### config.mk
export PLATFORM = sky130hd
export DESIGN_NAME = hls_job_sequencer
export DESIGN_NICKNAME = d
export VERILOG_FILES = /design/src/rtl/hls_seq_pkg.sv /design/src/rtl/hls_seq_fifo.sv /design/src/rtl/hls_job_sequencer.sv
export SDC_FILE = /design/constraint.sdc
export NUM_CORES = 1
export LEC_CHECK = 0
export ABC_AREA = 1
export CAP_MARGIN = 15
export CORE_ASPECT_RATIO = 1.4
export CORE_UTILIZATION = 25
export CTS_BUF_LIST = sky130_fd_sc_hd__clkbuf_8
export DETAILED_ROUTE_END_ITERATION = 8
export PLACE_DENSITY = 0.49
export SETUP_SLACK_MARGIN = 0.1
export SLEW_MARGIN = 0
export SYNTH_ARGS = -nofsm -noshare
export SYNTH_HDL_FRONTEND = slang
export SYNTH_SLANG_ARGS = --single-unit
export TNS_END_PERCENT = 20
### constraint.sdc
create_clock -name clk_i -period 9.65 [get_ports clk_i]
set_clock_uncertainty 0.2 [all_clocks]
set_input_delay 0.965 -clock clk_i [delete_from_list [all_inputs] [get_ports clk_i]]
set_output_delay 0.965 -clock clk_i [all_outputs]
set_load 0.05 [all_outputs]
### src/rtl/hls_seq_pkg.sv
// Shared constants for the HLS job sequencer: FSM state codes, kernel
// ap_ctrl_hs register map and AXI response encoding.
package hls_seq_pkg;

  typedef logic [2:0] seq_state_t;

  localparam seq_state_t ST_INIT_GIE = 3'd0;
  localparam seq_state_t ST_INIT_IER = 3'd1;
  localparam seq_state_t ST_IDLE     = 3'd2;
  localparam seq_state_t ST_ARG      = 3'd3;
  localparam seq_state_t ST_START    = 3'd4;
  localparam seq_state_t ST_WAIT     = 3'd5;
  localparam seq_state_t ST_CLR      = 3'd6;

  localparam logic [31:0] REG_CTRL = 32'h00;
  localparam logic [31:0] REG_GIE  = 32'h04;
  localparam logic [31:0] REG_IER  = 32'h08;
  localparam logic [31:0] REG_ISR  = 32'h0C;

  localparam int AP_START_BIT = 0;
  localparam int AP_DONE_BIT  = 1;

  localparam logic [1:0] AXI_RESP_OKAY = 2'b00;

  function automatic logic is_write_state(input seq_state_t s);
    return (s == ST_INIT_GIE) || (s == ST_INIT_IER) || (s == ST_ARG) ||
           (s == ST_START) || (s == ST_CLR);
  endfunction

endpackage

### src/rtl/hls_seq_fifo.sv
// Job descriptor queue: synchronous first-word-fall-through FIFO with
// wrap-around pointers carrying one extra bit to tell full from empty.
module hls_seq_fifo #(
  parameter int WIDTH = 128,
  parameter int DEPTH = 4
) (
  input  logic             clk_i,
  input  logic             rst_ni,
  input  logic             push_i,
  input  logic [WIDTH-1:0] wdata_i,
  input  logic             pop_i,
  output logic [WIDTH-1:0] rdata_o,
  output logic             full_o,
  output logic             empty_o
);

  localparam int AW = $clog2(DEPTH);

  logic [WIDTH-1:0] mem_q [DEPTH];
  logic [AW:0]      wptr_q, rptr_q;
  logic             do_push, do_pop;

  assign empty_o = (wptr_q == rptr_q);
  assign full_o  = (wptr_q[AW-1:0] == rptr_q[AW-1:0]) && (wptr_q[AW] != rptr_q[AW]);
  assign do_pop  = pop_i && !empty_o;
  assign do_push = push_i && (!full_o || do_pop);
  assign rdata_o = mem_q[rptr_q[AW-1:0]];

  // NOTE: sequential state uses non-blocking assignments so every flop samples pre-edge values.
  always_ff @(posedge clk_i or negedge rst_ni) begin
    if (!rst_ni) begin
      wptr_q <= '0;
      rptr_q <= '0;
    end else begin
      if (do_push) wptr_q <= wptr_q + 1'b1;
      if (do_pop)  rptr_q <= rptr_q + 1'b1;
    end
  end

  // NOTE: storage is not reset; the pointers alone define which entries are valid.
  always_ff @(posedge clk_i) begin
    if (do_push) mem_q[wptr_q[AW-1:0]] <= wdata_i;
  end

endmodule

### src/rtl/hls_job_sequencer.sv
// Job queue and ap_ctrl_hs sequencer acting as AXI-lite master on an HLS kernel.
// Define HLS_SEQ_POLL_EN to poll CTRL.ap_done instead of using the kernel interrupt.
module hls_job_sequencer
  import hls_seq_pkg::*;
#(
  parameter int          NUM_ARGS   = 4,
  parameter logic [31:0] ARG_BASE   = 32'h10,
  parameter logic [31:0] ARG_STRIDE = 32'h8,
  parameter int          FIFO_DEPTH = 4
) (
  input  logic                  clk_i,
  input  logic                  rst_ni,
  input  logic                  job_valid_i,
  output logic                  job_ready_o,
  input  logic [NUM_ARGS*32-1:0] job_args_i,
  output logic                  kctrl_axilite_awvalid,
  input  logic                  kctrl_axilite_awready,
  output logic [31:0]           kctrl_axilite_awaddr,
  output logic                  kctrl_axilite_wvalid,
  input  logic                  kctrl_axilite_wready,
  output logic [31:0]           kctrl_axilite_wdata,
  output logic [3:0]            kctrl_axilite_wstrb,
  input  logic                  kctrl_axilite_bvalid,
  output logic                  kctrl_axilite_bready,
  input  logic [1:0]            kctrl_axilite_bresp,
  output logic                  kctrl_axilite_arvalid,
  input  logic                  kctrl_axilite_arready,
  output logic [31:0]           kctrl_axilite_araddr,
  input  logic                  kctrl_axilite_rvalid,
  output logic                  kctrl_axilite_rready,
  input  logic [31:0]           kctrl_axilite_rdata,
  input  logic [1:0]            kctrl_axilite_rresp,
  input  logic                  kernel_irq_i,
  input  logic                  irq_en_i,
  input  logic                  irq_clr_i,
  output logic                  irq_o,
  output logic                  busy_o,
  output logic                  err_o,
  output logic [15:0]           jobs_done_o
);

  localparam int IW = (NUM_ARGS > 1) ? $clog2(NUM_ARGS) : 1;
`ifdef HLS_SEQ_POLL_EN
  localparam seq_state_t RESET_STATE = ST_IDLE;
`else
  localparam seq_state_t RESET_STATE = ST_INIT_GIE;
`endif

  seq_state_t                 state_q, state_d;
  logic [IW-1:0]              idx_q, idx_d;
  logic [NUM_ARGS-1:0][31:0]  job_q, job_d;
  logic                       awvalid_q, wvalid_q, bready_q;
  logic [31:0]                awaddr_q, wdata_q;
  logic                       err_q, irq_q;
  logic [15:0]                done_cnt_q;

  logic                       fifo_full, fifo_empty, fifo_pop, fifo_push;
  logic [NUM_ARGS*32-1:0]     fifo_rdata;
  logic                       b_hs, b_ok, r_hs, r_ok, done_evt, wr_launch;
  logic [31:0]                wr_addr, wr_data;
  logic                       unused_inputs;

  assign fifo_push = job_valid_i && job_ready_o;

  hls_seq_fifo #(.WIDTH(NUM_ARGS*32), .DEPTH(FIFO_DEPTH)) u_fifo (
    .clk_i   (clk_i),
    .rst_ni  (rst_ni),
    .push_i  (fifo_push),
    .wdata_i (job_args_i),
    .pop_i   (fifo_pop),
    .rdata_o (fifo_rdata),
    .full_o  (fifo_full),
    .empty_o (fifo_empty)
  );

  assign b_hs = kctrl_axilite_bvalid && bready_q;
  assign b_ok = (kctrl_axilite_bresp == AXI_RESP_OKAY);

  // NOTE: every signal written in always_comb gets a default first so no latch is inferred.
  always_comb begin
    state_d  = state_q;
    idx_d    = idx_q;
    job_d    = job_q;
    fifo_pop = 1'b0;
    done_evt = 1'b0;
    case (state_q)
      ST_INIT_GIE: if (b_hs) state_d = ST_INIT_IER;
      ST_INIT_IER: if (b_hs) state_d = ST_IDLE;
      ST_IDLE: begin
        if (!fifo_empty) begin
          fifo_pop = 1'b1;
          job_d    = fifo_rdata;
          idx_d    = '0;
          state_d  = ST_ARG;
        end
      end
      ST_ARG: begin
        if (b_hs) begin
          if (!b_ok)                            state_d = ST_IDLE;
          else if (idx_q == IW'(NUM_ARGS - 1))  state_d = ST_START;
          else                                  idx_d   = idx_q + 1'b1;
        end
      end
      ST_START: if (b_hs) state_d = b_ok ? ST_WAIT : ST_IDLE;
      ST_WAIT: begin
`ifdef HLS_SEQ_POLL_EN
        if (r_hs) begin
          if (!r_ok) begin
            state_d = ST_IDLE;
          end else if (kctrl_axilite_rdata[AP_DONE_BIT]) begin
            state_d  = ST_IDLE;
            done_evt = 1'b1;
          end
        end
`else
        if (kernel_irq_i) state_d = ST_CLR;
`endif
      end
      ST_CLR: begin
        if (b_hs) begin
          state_d  = ST_IDLE;
          done_evt = b_ok;
        end
      end
      default: state_d = RESET_STATE;
    endcase
  end

  // A new write issues on entry to a write state or right after the previous B beat.
  assign wr_launch = is_write_state(state_d) && (!bready_q || b_hs);

  always_comb begin
    wr_addr = REG_CTRL;
    wr_data = 32'h0;
    case (state_d)
      ST_INIT_GIE: begin wr_addr = REG_GIE; wr_data = 32'h1; end
      ST_INIT_IER: begin wr_addr = REG_IER; wr_data = 32'h1; end
      ST_ARG: begin
        wr_addr = ARG_BASE + ARG_STRIDE * 32'(idx_d);
        wr_data = job_d[idx_d];
      end
      ST_START:    begin wr_addr = REG_CTRL; wr_data = 32'd1 << AP_START_BIT; end
      ST_CLR:      begin wr_addr = REG_ISR;  wr_data = 32'h1; end
      default:     begin wr_addr = REG_CTRL; wr_data = 32'h0; end
    endcase
  end

  always_ff @(posedge clk_i or negedge rst_ni) begin
    if (!rst_ni) begin
      state_q    <= RESET_STATE;
      idx_q      <= '0;
      job_q      <= '0;
      awvalid_q  <= 1'b0;
      wvalid_q   <= 1'b0;
      bready_q   <= 1'b0;
      awaddr_q   <= '0;
      wdata_q    <= '0;
      err_q      <= 1'b0;
      irq_q      <= 1'b0;
      done_cnt_q <= '0;
    end else begin
      state_q <= state_d;
      idx_q   <= idx_d;
      job_q   <= job_d;
      if (wr_launch) begin
        awvalid_q <= 1'b1;
        wvalid_q  <= 1'b1;
        bready_q  <= 1'b1;
        awaddr_q  <= wr_addr;
        wdata_q   <= wr_data;
      end else begin
        if (kctrl_axilite_awready) awvalid_q <= 1'b0;
        if (kctrl_axilite_wready)  wvalid_q  <= 1'b0;
        if (b_hs)                  bready_q  <= 1'b0;
      end
      if ((b_hs && !b_ok) || (r_hs && !r_ok)) err_q <= 1'b1;
      // A completion wins over a clear pulse in the same cycle.
      if (done_evt && irq_en_i) irq_q <= 1'b1;
      else if (irq_clr_i)       irq_q <= 1'b0;
      if (done_evt) done_cnt_q <= done_cnt_q + 16'd1;
    end
  end

`ifdef HLS_SEQ_POLL_EN
  logic arvalid_q, rready_q, ar_launch;

  assign r_hs      = kctrl_axilite_rvalid && rready_q;
  assign r_ok      = (kctrl_axilite_rresp == AXI_RESP_OKAY);
  assign ar_launch = (state_d == ST_WAIT) && (!rready_q || r_hs);

  always_ff @(posedge clk_i or negedge rst_ni) begin
    if (!rst_ni) begin
      arvalid_q <= 1'b0;
      rready_q  <= 1'b0;
    end else if (ar_launch) begin
      arvalid_q <= 1'b1;
      rready_q  <= 1'b1;
    end else begin
      if (kctrl_axilite_arready) arvalid_q <= 1'b0;
      if (r_hs)                  rready_q  <= 1'b0;
    end
  end

  assign kctrl_axilite_arvalid = arvalid_q;
  assign kctrl_axilite_rready  = rready_q;
`else
  assign r_hs                  = 1'b0;
  assign r_ok                  = 1'b1;
  assign kctrl_axilite_arvalid = 1'b0;
  assign kctrl_axilite_rready  = 1'b0;
`endif

  assign unused_inputs = ^{kctrl_axilite_arready, kctrl_axilite_rvalid, kctrl_axilite_rdata,
                           kctrl_axilite_rresp, kernel_irq_i};

  assign kctrl_axilite_araddr  = REG_CTRL;
  assign kctrl_axilite_awvalid = awvalid_q;
  assign kctrl_axilite_awaddr  = awaddr_q;
  assign kctrl_axilite_wvalid  = wvalid_q;
  assign kctrl_axilite_wdata   = wdata_q;
  assign kctrl_axilite_wstrb   = 4'hF;
  assign kctrl_axilite_bready  = bready_q;
  assign job_ready_o           = !fifo_full;
  assign busy_o                = (state_q != ST_IDLE) || !fifo_empty;
  assign irq_o                 = irq_q;
  assign err_o                 = err_q;
  assign jobs_done_o           = done_cnt_q;

endmodule

==> impl_metrics.py <==
metrics = {
    "timing": {
        "maxSlewViolCount": 0,
        "layout_setup_ws_ns": 4.67,
        "final.setup.tns_ns": 0,
        "tightest_slew_ns": 1.02,
        "rsz0062_at_grt": "no",
        "setup_viol": 0,
        "maxSlewHeadroom_pct": 32.0,
        "max_freq_mhz": 201,
        "fin_crit_ns": 4.98,
        "finalCritPeriodShare_pct": 51.6,
        "final_hold_viol_count": 0,
    },
    "routing": {
        "viasPerCell": 4.36,
        "via_count": 18900,
        "remaining_drc_errors": 0,
        "ant_nets": 0,
        "wl_per_cell_um": 19.4,
        "first_pass_iters": 5,
        "drt_wl_total_um": 84100,
        "drtIter0Drc": 1033,
    },
    "cells_and_area": {
        "stdcell_count": 4332,
        "nets": 2926,
        "fillers": 11600,
        "multi_input_area_sq_um": 7080,
        "seqCellArea_sq_um": 20300,
        "syn2layout_area_growth_pct": 19.0,
        "drive_gt1_share_pct": 6.96,
    },
    "yosys": {
        "syn_area_per_cell_sq_um": 11.2,
        "synth.distinct_cells": 32,
        "synthCells": 2548,
        "ys_seq_elements": 708,
        "netlist_top_cells_area": "edfxtp_1 54%, dfrtp_1 17%, nor2_1 8.6%",
        "ys_async_sr_fraction_pct": 27.7,
        "post-synth-top-count-cell": "nor2_1",
        "yosysTopAreaCell": "edfxtp_1",
        "syn_area_sq_um": 28500,
        "synth_common_cells": "651 x nor2_1, 512 x edfxtp_1, 461 x nand2_1, 257 x o21ai_0, 196 x dfrtp_1",
        "synth_edf_count": 512,
        "synth_top_area_share_pct": 53.9,
        "yosysSeqAreaShare_pct": 71.1,
        "ys.flop_type": "edfxtp_1",
        "ys_warn_count": 0,
    },
    "grt": {
        "grt_pass1_wl_um": 124000,
        "grt_start_max_net_pins": 153,
        "track_usage_pct": 14.5,
        "grt_overflow_total": 0,
        "grt_antenna_before_repair": 32,
        "grt_pass1_vias": 18500,
    },
    "power": {
        "p_int_mw": 6.59,
        "pwr-share-seq_pct": 38.9,
        "switching_power_mw": 4.75,
        "ir_drop_mv": 0.188,
        "p_sw_share_pct": 41.9,
        "powerDensity_nw_per_um2": 334,
        "p_leak_nw": 12.8,
        "clockPowerShare_pct": 22.3,
        "pwr-share-comb_pct": 38.8,
    },
    "critical_path": {
        "crit_path_frequent_cell": "nand2_1",
        "path_class": "reg -> reg",
        "timing.critical_path.to_type": "register",
        "slowest_stage": "dfrtp_4",
        "critPathMaxStageDelay_ns": 0.72,
        "critPathMaxFanout": 95,
        "required_ns": 10.17,
        "cp_top_family": "buffers and inverters",
        "cp_cell_sequence": "inv_6 -> nand2_1 -> nand2_1 -> nand3_2 -> nand2_4 -> buf_4 -> nand3_1 -> nand2_2 -> buf_4 -> nand2_1 -> nand2_1 -> nand2_1 -> nand2_1 -> nand2_1 -> nand2_1",
        "start_kind": "register",
        "critPathBufInv": 3,
        "worst_ep_arrival_time_ns": 5.51,
    },
    "cts": {
        "cts_buffers": 112,
        "ctsResizeCount": 0,
        "post_cts_buffers": 0,
        "tritoncts": "done",
        "cts-htree-levels": 3,
        "insertion_delay_ns": 0.79,
        "cts_buffer_depth": 3,
        "path_clk_slew_ns": 0.06,
        "ctsRootBufferMaster": "clkbuf_8",
        "clock-sinks": 708,
    },
    "die": {
        "dieHeight_um": 402,
        "initial_core_util_pct": 25.2,
        "io_pins": 300,
        "dieArea_sq_um": 115000,
        "num_rows": 146,
        "core_sq_um": 113000,
        "die_w_um": 287,
    },
    "placed_design": {
        "io_buffers": 197,
        "pre_cts_ws_ns": 4.63,
        "place_congestion": 0.777,
        "dp_hpwl_um": 51800,
        "place_inst": 4110,
    },
    "min_path": {
        "min-delay-path-class": "reg -> reg",
    },
    "outcome": {
        "status": "finished, final reports clean",
    },
    "run": {
        "maxCapViolCount": 0,
    },
}
routing by layer:
layer  vias up  global-route usage (%)  wire, um
li1       8935                       -         -
met1      9258                    18.2     35700
met2       512                    24.5     41800
met3       153                    3.19      4750
met4        10                    4.79      1750
met5         -                       0        64
state kept, by name, summed over array words and instances, names as in the netlist, 2 cells and up:
signal / cells
idx_q: 2
state_q: 3
u_fifo.wptr_q: 3
kctrl_axilite_awaddr: 4
u_fifo.rptr_q: 3
kctrl_axilite_wdata: 32
jobs_done_o: 16
job_q: 128
u_fifo.mem_q: 512
power by group through the flow:
stage	Sequential (mW)	Clock, mW	Combinational (mW)
after CTS	4.41	2.62	4.52
after floorplan	4.68	0	2.81
after global routing	4.49	2.73	4.94
after detailed placement	4.47	0	4.51
after global placement	4.45	0	4.50
final	4.41	2.52	4.40
what timing repair did:
item	4_1_cts	5_1_grt
endpoints found under the hold margin	61	0
hold buffers	1	0
setup endpoints to repair	0	0
cells by family (layout without fill, tap and decap cells):
logic type | after synthesis | count (layout) | synth area share, %
compound gates | 395 | 395 | 7.53
xor+xnor | 19 | 19 | 0.584
fa+ha+maj | 6 | 6 | 0.263
buf+inv | 265 | 498 | 4.99
flops | 708 | 708 | 71.1
other cells | 2 | 73 | 0.0263
simple gates | 1153 | 1153 | 15.5
final timing paths:
kind                                   from                     end  slack [ns]  depth (start not counted)
setup reg to reg           u_fifo.rptr_q[0]  kctrl_axilite_wdata[1]        4.67                         15
min in group asynchronous            rst_ni                   irq_o        0.48                          2
max in group asynchronous            rst_ni  kctrl_axilite_wdata[8]        7.26                          3
hold reg to reg                       err_o                   err_o        0.26                          2
setup / recovery           u_fifo.rptr_q[0]  kctrl_axilite_wdata[1]        4.67                         15
hold / removal                        err_o                   err_o        0.26                          2
through the flow:
| stage | hold slack, ns | power, mW | util, % | cell area [sq um] |
|---|---|---|---|---|
| 2_1_floorplan | 0.263 | 7.48 | - | 28700 |
| 3_3_place_gp | 0.253 | 8.95 | 28.0 | 31700 |
| 3_5_place_dp | 0.256 | 8.98 | 28.0 | 31700 |
| 4_1_cts | 0.274 | 11.5 | 30.0 | 33900 |
| 5_1_grt | 0.304 | 12.2 | 30.0 | 33900 |
| 6_report | 0.262 | 11.3 | 30.0 | 33900 |
worst register-to-register path, cell delays in order, from the launching register on:
cell	delay, ns
dfrtp_4	0.72
inv_6	0.68
nand2_1	0.12
nand2_1	0.13
nand3_2	0.16
nand2_4	0.38
buf_4	0.63
nand3_1	0.22
nand2_2	0.12
buf_4	0.68
nand2_1	0.34
nand2_1	0.17
nand2_1	0.06
nand2_1	0.08
nand2_1	0.14
nand2_1	0.11
layout make-up:
class | count | share of cell area [%]
Clock buffer | 121 | 4.91
Tap cell | 1480 | 5.46
Inverter | 61 | 0.712
Antenna cell | 7 | 0.0517
Multi-Input combinational cell | 1639 | 20.9
Sequential cell | 708 | 59.8
Clock inverter | 93 | 1.62
Timing Repair Buffer | 223 | 6.52
cell usage in the layout, fill, tap and decap left out, drive strengths merged, types with 66 or more instances in the layout:
master | netlist | routed
nor2 | 653 | 653
edfxtp | 512 | 512
nand2 | 466 | 466
o21ai | 262 | 262
clkdlybuf4s50 | 0 | 196
dfrtp | 196 | 196
o22ai | 123 | 123
clkbuf | 59 | 121
inv | 61 | 109
conb | 2 | 66
Note: power is estimated with default switching activity, not from simulation.
